## src/rtl/parameters.sv

```systemverilog
// Shared definitions for the accumulator output stage.
//   ACC_DATA_WIDTH : default width of the adder-tree result and accumulator
//   state_t        : output-stage FSM state encoding
package parameters;

  localparam int ACC_DATA_WIDTH = 32;

  typedef enum logic [1:0] {
    IDLE   = 2'd0,
    ACCUM  = 2'd1,
    SCALE  = 2'd2,
    OUTPUT = 2'd3
  } state_t;

endpackage

```

## src/rtl/requant_unit.sv

```systemverilog
// Combinational requantizer: round-half-up, arithmetic right shift, optional
// ReLU, then saturation to a signed OUT_DATA_WIDTH result.
// Optional feature macro: ACC_RELU_EN (negative results clamp to zero).
// Ports:
//   i_acc   : signed accumulator value, ACC_DATA_WIDTH bits
//   i_shift : right-shift amount (0..31)
//   o_data  : saturated requantized result, OUT_DATA_WIDTH bits
module requant_unit #(
  parameter int ACC_DATA_WIDTH = 32,
  parameter int OUT_DATA_WIDTH = 8
) (
  input  logic [ACC_DATA_WIDTH-1:0] i_acc,
  input  logic [4:0]                i_shift,
  output logic [OUT_DATA_WIDTH-1:0] o_data
);

  // One extra bit so the rounding add can never wrap.
  localparam int W = ACC_DATA_WIDTH + 1;

  localparam logic [OUT_DATA_WIDTH-1:0] OutMax = {1'b0, {(OUT_DATA_WIDTH-1){1'b1}}};
  localparam logic [OUT_DATA_WIDTH-1:0] OutMin = {1'b1, {(OUT_DATA_WIDTH-1){1'b0}}};

  logic signed [W-1:0] w_ext;
  logic signed [W-1:0] w_round;
  logic signed [W-1:0] w_sum;
  logic signed [W-1:0] w_shifted;
  logic signed [W-1:0] w_relu;
  logic [W-OUT_DATA_WIDTH:0] w_upper;
  logic w_fits;

  assign w_ext     = $signed({i_acc[ACC_DATA_WIDTH-1], i_acc});
  assign w_round   = (i_shift == 5'd0) ? '0 : (W'(1) << (i_shift - 5'd1));
  assign w_sum     = w_ext + w_round;
  assign w_shifted = w_sum >>> i_shift;

`ifdef ACC_RELU_EN
  assign w_relu = w_shifted[W-1] ? '0 : w_shifted;
`else
  assign w_relu = w_shifted;
`endif

  // Value fits the output when all bits from the output sign bit upward agree.
  assign w_upper = w_relu[W-1:OUT_DATA_WIDTH-1];
  assign w_fits  = (&w_upper) || ~(|w_upper);

  always_comb begin
    o_data = w_relu[OUT_DATA_WIDTH-1:0];
    if (!w_fits) begin
      o_data = w_relu[W-1] ? OutMin : OutMax;
    end
  end

endmodule

```

## src/rtl/acc_output_stage.sv

```systemverilog
// Accumulator output stage: sums a group of signed adder-tree beats with
// saturation, then requantizes the sum and presents it on a valid/ready port.
// Optional feature macro: ACC_RELU_EN (handled inside requant_unit).
// Ports:
//   clk, reset        : clock, asynchronous active-high reset
//   clear             : synchronous abort back to IDLE, drops any pending output
//   in_valid/in_ready : input beat handshake, in_data signed ACC_DATA_WIDTH
//   cfg_num_acc       : beats per output (0 means 1), latched on first beat
//   cfg_shift         : requantization right shift, latched on first beat
//   out_valid/out_ready, out_data : output handshake and requantized result
//   busy              : high whenever the FSM is not IDLE
module acc_output_stage #(
  parameter int ACC_DATA_WIDTH = parameters::ACC_DATA_WIDTH,
  parameter int OUT_DATA_WIDTH = 8,
  parameter int CNT_WIDTH      = 16
) (
  input  logic                      clk,
  input  logic                      reset,
  input  logic                      clear,
  input  logic                      in_valid,
  output logic                      in_ready,
  input  logic [ACC_DATA_WIDTH-1:0] in_data,
  input  logic [CNT_WIDTH-1:0]      cfg_num_acc,
  input  logic [4:0]                cfg_shift,
  output logic                      out_valid,
  input  logic                      out_ready,
  output logic [OUT_DATA_WIDTH-1:0] out_data,
  output logic                      busy
);

  import parameters::*;

  localparam logic [ACC_DATA_WIDTH-1:0] AccMax = {1'b0, {(ACC_DATA_WIDTH-1){1'b1}}};
  localparam logic [ACC_DATA_WIDTH-1:0] AccMin = {1'b1, {(ACC_DATA_WIDTH-1){1'b0}}};

  state_t                    r_state;
  logic [ACC_DATA_WIDTH-1:0] r_acc;
  logic [CNT_WIDTH-1:0]      r_count;
  logic [CNT_WIDTH-1:0]      r_num_acc;
  logic [4:0]                r_shift;
  logic [OUT_DATA_WIDTH-1:0] r_out_data;
  logic                      r_out_valid;

  logic                      w_group_done;
  logic                      w_accept;
  logic [ACC_DATA_WIDTH:0]   w_wide_sum;
  logic [ACC_DATA_WIDTH-1:0] w_sat_sum;
  logic [OUT_DATA_WIDTH-1:0] w_requant;

  // The group completes one edge after the last beat lands; in_ready drops for
  // that cycle so no extra beat slips in, giving a uniform 2-cycle latency.
  assign w_group_done = (r_count == r_num_acc);
  assign in_ready     = (r_state == IDLE) || ((r_state == ACCUM) && !w_group_done);
  assign w_accept     = in_valid && in_ready;
  assign busy         = (r_state != IDLE);
  assign out_valid    = r_out_valid;
  assign out_data     = r_out_data;

  // Saturating add: overflow when the two top bits of the widened sum differ.
  assign w_wide_sum = {r_acc[ACC_DATA_WIDTH-1], r_acc} + {in_data[ACC_DATA_WIDTH-1], in_data};

  always_comb begin
    w_sat_sum = w_wide_sum[ACC_DATA_WIDTH-1:0];
    if (w_wide_sum[ACC_DATA_WIDTH] != w_wide_sum[ACC_DATA_WIDTH-1]) begin
      w_sat_sum = w_wide_sum[ACC_DATA_WIDTH] ? AccMin : AccMax;
    end
  end

  requant_unit #(
    .ACC_DATA_WIDTH(ACC_DATA_WIDTH),
    .OUT_DATA_WIDTH(OUT_DATA_WIDTH)
  ) u_requant (
    .i_acc  (r_acc),
    .i_shift(r_shift),
    .o_data (w_requant)
  );

  always_ff @(posedge clk or posedge reset) begin
    if (reset) begin
      r_state     <= IDLE;
      r_acc       <= '0;
      r_count     <= '0;
      r_num_acc   <= '0;
      r_shift     <= '0;
      r_out_data  <= '0;
      r_out_valid <= 1'b0;
    end else if (clear) begin
      r_state     <= IDLE;
      r_acc       <= '0;
      r_count     <= '0;
      r_out_valid <= 1'b0;
    end else begin
      case (r_state)
        IDLE: begin
          if (w_accept) begin
            r_num_acc <= (cfg_num_acc == '0) ? CNT_WIDTH'(1) : cfg_num_acc;
            r_shift   <= cfg_shift;
            r_acc     <= in_data;
            r_count   <= CNT_WIDTH'(1);
            r_state   <= ACCUM;
          end
        end
        ACCUM: begin
          if (w_group_done) begin
            r_state <= SCALE;
          end else if (w_accept) begin
            r_acc   <= w_sat_sum;
            r_count <= r_count + CNT_WIDTH'(1);
          end
        end
        SCALE: begin
          r_out_data  <= w_requant;
          r_out_valid <= 1'b1;
          r_state     <= OUTPUT;
        end
        OUTPUT: begin
          if (out_ready) begin
            r_out_valid <= 1'b0;
            r_state     <= IDLE;
          end
        end
        default: r_state <= IDLE;
      endcase
    end
  end

endmodule

```

## config.mk

```make
export PLATFORM = sky130hd
export DESIGN_NAME = acc_output_stage
export DESIGN_NICKNAME = d
export VERILOG_FILES = /design/src/rtl/parameters.sv /design/src/rtl/requant_unit.sv /design/src/rtl/acc_output_stage.sv
export SDC_FILE = /design/constraint.sdc
export NUM_CORES = 1
export LEC_CHECK = 0
export ABC_AREA = 1
export CAP_MARGIN = 0
export CORE_MARGIN = 3
export CORE_UTILIZATION = 30
export CTS_BUF_LIST = sky130_fd_sc_hd__clkbuf_4 sky130_fd_sc_hd__clkbuf_8 sky130_fd_sc_hd__clkbuf_16
export CTS_CLUSTER_SIZE = 12
export DETAILED_ROUTE_END_ITERATION = 8
export PLACE_DENSITY = 0.5
export SLEW_MARGIN = 15
export SYNTH_ARGS = -nofsm -noshare
export SYNTH_HDL_FRONTEND = slang
export SYNTH_SLANG_ARGS = --single-unit
```

## constraint.sdc

```tcl
create_clock -name clk -period 5.3 [get_ports clk]
set_clock_uncertainty 0.2 [all_clocks]
set_input_delay 1.325 -clock clk [delete_from_list [all_inputs] [get_ports clk]]
set_output_delay 1.325 -clock clk [all_outputs]
set_load 0.01 [all_outputs]
```

-- After elaboration in Yosys (flattened, before gate mapping)
Index checks and enable logic that the tools add are counted.
- flip-flop bits (word level): 80
- output and inout bits: 11
- logic and storage cells: 67
- input bits: 58
- bitwise gates (word level): 2
- multiplexer cells: 24
- shifts and indexed selects: 2
- add/subtract/negate cells: 4
- reduce and logical (&&, ||, !) cells: 18
- equal/unequal tests: 10
- operator list (kind ; count):
    32-bit two-way mux ; 6
    16-bit two-way mux ; 5
    32-bit case mux with 2 select lines ; 1
    32-bit by 32-bit adder with 33-bit output ; 1
    32-bit by 33-bit adder with 33-bit output ; 1
    33-bit two-way mux ; 1
    1-bit by 5-bit left shift with 33-bit output, first input constant ; 1
    33-bit by 5-bit >>> shifter with 33-bit output ; 1
    16-bit case mux with 2 select lines ; 1
    26-bit AND reduction ; 1
    26-bit OR reduction ; 1
    16-bit by 1-bit adder with 16-bit output, second input constant ; 1
    16-bit equality test ; 1
    16-bit logical NOT ; 1
    8-bit two-way mux ; 2
    3-bit != test, second input constant ; 5
    2-bit two-way mux ; 4
    2-bit case mux with 4 select lines ; 1
    3-bit AND reduction ; 2
    3-bit nonzero test ; 2
    5-bit logical NOT ; 1
    5-bit by 1-bit subtractor with 5-bit output, second input constant ; 1
    2-bit equality test, second input constant ; 2
    2-bit AND reduction ; 2
    other kinds (11) ; 15

-- Longest topological paths before layout
- word-level depth: 9
- depth in mapped cells: 44
- depth with buffers taken out: 41

-- Hierarchy
A second synthesis with hierarchy kept.
- cell total of the unflattened synthesis: 2129
- area total of the unflattened synthesis: 12037.8 sq um
- modules (own cells, without submodules) (module ; instances ; cells each ; sequential area each (sq um) ; area each (sq um)):
    acc_output_stage ; 1 ; 1046 ; 2001.9 ; 6722.7
    requant_unit ; 1 ; 1083 ; 0.0 ; 5315.1

-- Worst setup path after synthesis
No wires, ideal clock.
- path type: flip-flop to flip-flop
- start: register r_shift[0]
- end: register r_out_data[0], in the netlist out_data[0]
- setup time: 117 ps
- cell stages (with the launch flop): 41
- buffers on the path: 3
- data arrival time: 4312 ps
- required time: 4983 ps
- slack: 672 ps
- clock period less this slack: 4628 ps
- path through: dfrtp_1 -> buf_2 -> buf_1 -> buf_1 -> nor2_1 -> inv_1 -> nor2_1 -> inv_1 -> nor2_1 -> inv_1 -> nand2_1 -> nand2_1 -> inv_1 -> nand2_1 -> inv_1 -> ha_1 -> fa_1 -> nand3_1 -> (+5 left out) -> nand2_2 -> nand2_2 -> nand2_1 -> nand3_1 -> nand3_1 -> nand3_2 -> nand2_1 -> nand2_1 -> nand2_1 -> nand3_1 -> o21ai_1 -> nand2_1 -> nor2_1 -> nand2_1 -> nand3_2 -> nand2_1 -> nand2_1 -> nand2_1
- longest elaborated chain between the ends: 9
- elaborated cells on any way between the ends: 12
- those cells by class: add/sub: 2; shift: 2; mux: 3; bitwise: 1; reduce/logical: 4
- ends and longest elaborated chain (what ; line ; RTL):
    start: declaration ; acc_output_stage.sv:40 ; logic [4:0] r_shift;
    start signal: assignment ; acc_output_stage.sv:97 ; r_shift <= cfg_shift;
    5-bit by 1-bit subtractor with 5-bit output ; requant_unit.sv:32 ; assign w_round = (i_shift == 5'd0) ? '0 : (W'(1) << (i_shift - 5'd1));
    1-bit by 5-bit left shift with 33-bit output ; requant_unit.sv:32 ;
    33-bit two-way mux ; requant_unit.sv:32 ;
    32-bit by 33-bit adder with 33-bit output ; requant_unit.sv:33 ; assign w_sum = w_ext + w_round;
    33-bit by 5-bit >>> shifter with 33-bit output (*) ; requant_unit.sv:34 ; assign w_shifted = w_sum >>> i_shift;
    26-bit OR reduction ; requant_unit.sv:44 ; assign w_fits = (&w_upper) || ~(|w_upper);
    1-bit NOT ; requant_unit.sv:44 ;
    1-bit logical OR ; requant_unit.sv:44 ;
    8-bit two-way mux (*) ; requant_unit.sv:48 ; if (!w_fits) begin
    end signal: assignment ; acc_output_stage.sv:112 ; r_out_data <= w_requant;
    end: declaration ; acc_output_stage.sv:41 ; logic [OUT_DATA_WIDTH-1:0] r_out_data;
Mark *: on every way between the ends. The rest lies on a longest branch, timed or not.
A chain may end at the register's enable or synchronous reset.

-- Final worst setup path
- start: register r_shift[1]
- end: register r_out_data[2], in the netlist out_data[2]
The elaborated chain is that of the path after synthesis.

==> impl_metrics.sql <==
INSERT INTO impl_metrics (metric_group, metric, value, unit) VALUES
('sta', 'final-hold-violation-count', '0', ''),
('worst_setup_path', 'rrSetupSlack', '540', 'ps'),
('synth', 'postSynth.asyncResetShare', '100', '%'),
('sta', 'rsz0062_at_grt', 'no', ''),
('sta', 'setup-violations-final', '0', ''),
('hold_path', 'hold_depth', '2', ''),
('synth', 'synth-warning-count', '0', ''),
('worst_setup_path', 'critical_path_required', '5350', 'ps'),
('die', 'ioPinCount', '69', ''),
('finish', 'multiInputGateArea', '7800', 'sq um'),
('worst_setup_path', 'cp.depth', '31', ''),
('cts', 'cts-resized-gates', '0', ''),
('placement', 'numPortBuffers', '68', ''),
('global_routing', 'grt_start_max_net_pins', '47', ''),
('worst_setup_path', 'cp.buffers_inverters', '3', ''),
('sta', 'slew_viol_final', '0', ''),
('worst_setup_path', 'worst_r2r_path_depth', '31', ''),
('sta', 'timing.setup.tns', '0', 'ps'),
('cts', 'post_cts_buffers', '0', ''),
('die', 'row_count', '69', ''),
('global_routing', 'gr-usage-all-layers', '19.8', '%'),
('synth', 'synth_seq_cells', '80', ''),
('placement', 'pre_cts_slack', '159', 'ps'),
('cts', 'cts-root-to-sink-buffers', '2', ''),
('power_and_ir_drop', 'post-layout-total-power', '0.00691', 'W'),
('global_routing', 'grt_pass1_wl', '61700', 'microns'),
('synth', 'synth-main-ff-cell', 'sky130_fd_sc_hd__dfrtp_1', ''),
('global_routing', 'grt.overflow.total', '0', ''),
('cts', 'htree_levels', '3', ''),
('sta', 'clock.fmax', '210', 'MHz'),
('cts', 'worstSkewPairLatency', '360', 'ps'),
('finish', 'fin_cells', '2344', ''),
('finish', 'fillers', '4063', ''),
('power_and_ir_drop', 'cellPowerDensity', '556', 'nW/um^2'),
('finish', 'antenna_cells', '0', ''),
('global_routing', 'first_global_vias', '11600', ''),
('hold_path', 'worstHoldStart', 'out_data[5]$_DFFE_PP0P_', ''),
('hold_path', 'worstHoldPathType', 'flip-flop to flip-flop', ''),
('sta', 'timing.hold.ws', '286', 'ps'),
('worst_setup_path', 'worst_path_largest_cell_delay', '370', 'ps'),
('synth', 'post_synth_instance_area', '10900', 'sq um'),
('drt', 'viasPerCell', '5.04', ''),
('die', 'die-width', '197', 'microns'),
('drt', 'antenna_violating_nets_post_route', '0', ''),
('synth', 'yosysTopAreaCellShare', '21.6', '%'),
('power_and_ir_drop', 'leakagePower', '6.39', 'nW'),
('sta', 'fin_crit', '4760', 'ps'),
('drt', 'totalWireLength', '38000', 'microns'),
('worst_setup_path', 'arrival', '4810', 'ps'),
('power_and_ir_drop', 'ir_worst_vdd', '0.000204', 'V'),
('run', 'max-cap-violations', '0', ''),
('placement', 'dp.final_hpwl', '30500', 'microns'),
('global_routing', 'antenna_violations_before_repair', '0', ''),
('die', 'core-area', '35700', 'sq um'),
('status', 'outcome', 'complete, no violations', ''),
('cts', 'tritoncts_clock_tree', 'done', ''),
('synth', 'post_synth_main_area_contributors', 'sky130_fd_sc_hd__nand2_1 (22%), sky130_fd_sc_hd__dfrtp_1 (18%), sky130_fd_sc_hd__nand3_1 (12%)', ''),
('worst_setup_path', 'cp_slowest_cell', 'sky130_fd_sc_hd__dfrtp_1', ''),
('sta', 'worst_slew_margin_rel', '36.6', '%'),
('drt', 'remaining_drc_errors', '0', ''),
('finish', 'syn2layout_area_growth', '13.4', '%'),
('drt', 'vias', '11800', ''),
('sta', 'setup_slack', '543', 'ps'),
('synth', 'post_synth.cell_area_avg', '5.94', 'sq um'),
('synth', 'synth_sequential_area_ratio', '18.3', '%'),
('worst_setup_path', 'end_kind', 'flip-flop', ''),
('cts', 'cts_hold_buffers', '0', ''),
('die', 'initial_core_util', '30.6', '%'),
('worst_setup_path', 'path_common_cell', 'sky130_fd_sc_hd__nand2_1', ''),
('cts', 'root_buffer', 'sky130_fd_sc_hd__clkbuf_16', ''),
('synth', 'number_of_library_cell_types_mapped_by_synthesis', '62', '');
[final cells by class]
type                       instances  area share [%]
sequential                        80            16.1
timing repair buffer              87            6.86
clock inverter                     7           0.887
tap                              461            4.65
inverter                         224            6.80
multi-input combinational       1476            62.9
clock buffer                       9            1.81
[logic make-up after synthesis]
group                    count (synthesis)  synth area share [%]
multiplexers                             5                 0.503
other                                    1                0.0343
buffers and inverters                  286                  10.6
AND/OR/NAND/NOR                       1140                  46.0
adder cells (fa/ha/maj)                 71                  8.25
flip-flops                              80                  18.3
AO/OA/AOI/OAI                          201                  11.7
XOR/XNOR                                58                  4.64
[layout by cell type, fill, tap and decap left out, types with 9 or more instances in the layout]
cell type and count:
sky130_fd_sc_hd__nand4_1 9, sky130_fd_sc_hd__xnor2_1 22, sky130_fd_sc_hd__buf_4 16, sky130_fd_sc_hd__a21oi_1 66, sky130_fd_sc_hd__nor3_1 15, sky130_fd_sc_hd__nand2_1 629, sky130_fd_sc_hd__a31oi_1 10, sky130_fd_sc_hd__nand2_2 42
sky130_fd_sc_hd__nand3_1 254, sky130_fd_sc_hd__nor2_1 131, sky130_fd_sc_hd__clkbuf_16 9, sky130_fd_sc_hd__dfrtp_1 80, sky130_fd_sc_hd__nor2_2 14, sky130_fd_sc_hd__clkdlybuf4s50_1 68, sky130_fd_sc_hd__ha_1 69, sky130_fd_sc_hd__o2111ai_1 25
sky130_fd_sc_hd__xor2_1 36, sky130_fd_sc_hd__o21ai_0 33, sky130_fd_sc_hd__inv_1 213, sky130_fd_sc_hd__nand3_2 22
[per-stage QoR]
| step | cell area [sq um] | util (%) |
|---|---|---|
| 2_1_floorplan | 10900 | - |
| 3_3_place_gp | 12000 | 33.7 |
| 3_5_place_dp | 12000 | 33.7 |
| 4_1_cts | 12400 | 34.6 |
| 5_1_grt | 12400 | 34.7 |
| 6_report | 12400 | 34.7 |
[report_power, final]
group | internal [W] | switching (W) | total [W]
Combinational | 0.00172 | 0.00337 | 0.00509
Sequential | 0.000829 | 0.000267 | 0.00110
Clock | 0.000422 | 0.000298 | 0.000720
[sequential cells by signal (all words and copies together), names as in the netlist]
| register | flops |
|---|---|
| r_state | 2 |
| out_data | 8 |
| r_num_acc | 16 |
| r_shift | 5 |
| out_valid | 1 |
| r_count | 16 |
| r_acc | 32 |
[routing by layer]
| metal | vias up | track usage (%) | routed length, microns |
|---|---|---|---|
| li1 | 6078 | - | - |
| met1 | 5420 | 26.9 | 18000 |
| met2 | 258 | 32.3 | 17100 |
| met3 | 64 | 3.11 | 1810 |
| met4 | 0 | 6.49 | 1100 |
| met5 | - | 0 | 0 |
[worst max-delay path by stage]
stage	start	end	slack, ps
floorplan	r_shift[0]$_DFFE_PP0P_	out_data[0]$_DFFE_PP0P_	670
global placement	in_data[0]	r_acc[8]$_DFFE_PP0P_	190
detailed placement	in_data[0]	r_acc[21]$_DFFE_PP0P_	160
CTS	r_shift[0]$_DFFE_PP0P_	out_data[0]$_DFFE_PP0P_	410
global route	r_shift[0]$_DFFE_PP0P_	out_data[1]$_DFFE_PP0P_	20
finish	r_shift[1]$_DFFE_PP0P_	out_data[2]$_DFFE_PP0P_	540
[tightest hold or removal path: stages, from the launching register on]
cell and delay [ps]:
sky130_fd_sc_hd__dfrtp_1 350, sky130_fd_sc_hd__nand2_1 50, sky130_fd_sc_hd__nand2_1 50
[Yosys cell counts (24+ instances only)]
cell type and instances:
sky130_fd_sc_hd__xor2_1 36, sky130_fd_sc_hd__buf_2 24, sky130_fd_sc_hd__ha_1 69, sky130_fd_sc_hd__nand3_1 254, sky130_fd_sc_hd__nand2_2 40, sky130_fd_sc_hd__nor2_1 131, sky130_fd_sc_hd__nand2_1 631, sky130_fd_sc_hd__o2111ai_1 25
sky130_fd_sc_hd__dfrtp_1 80, sky130_fd_sc_hd__o21ai_0 33, sky130_fd_sc_hd__a21oi_1 69, sky130_fd_sc_hd__inv_1 214
(Power assumes the default switching activity.)
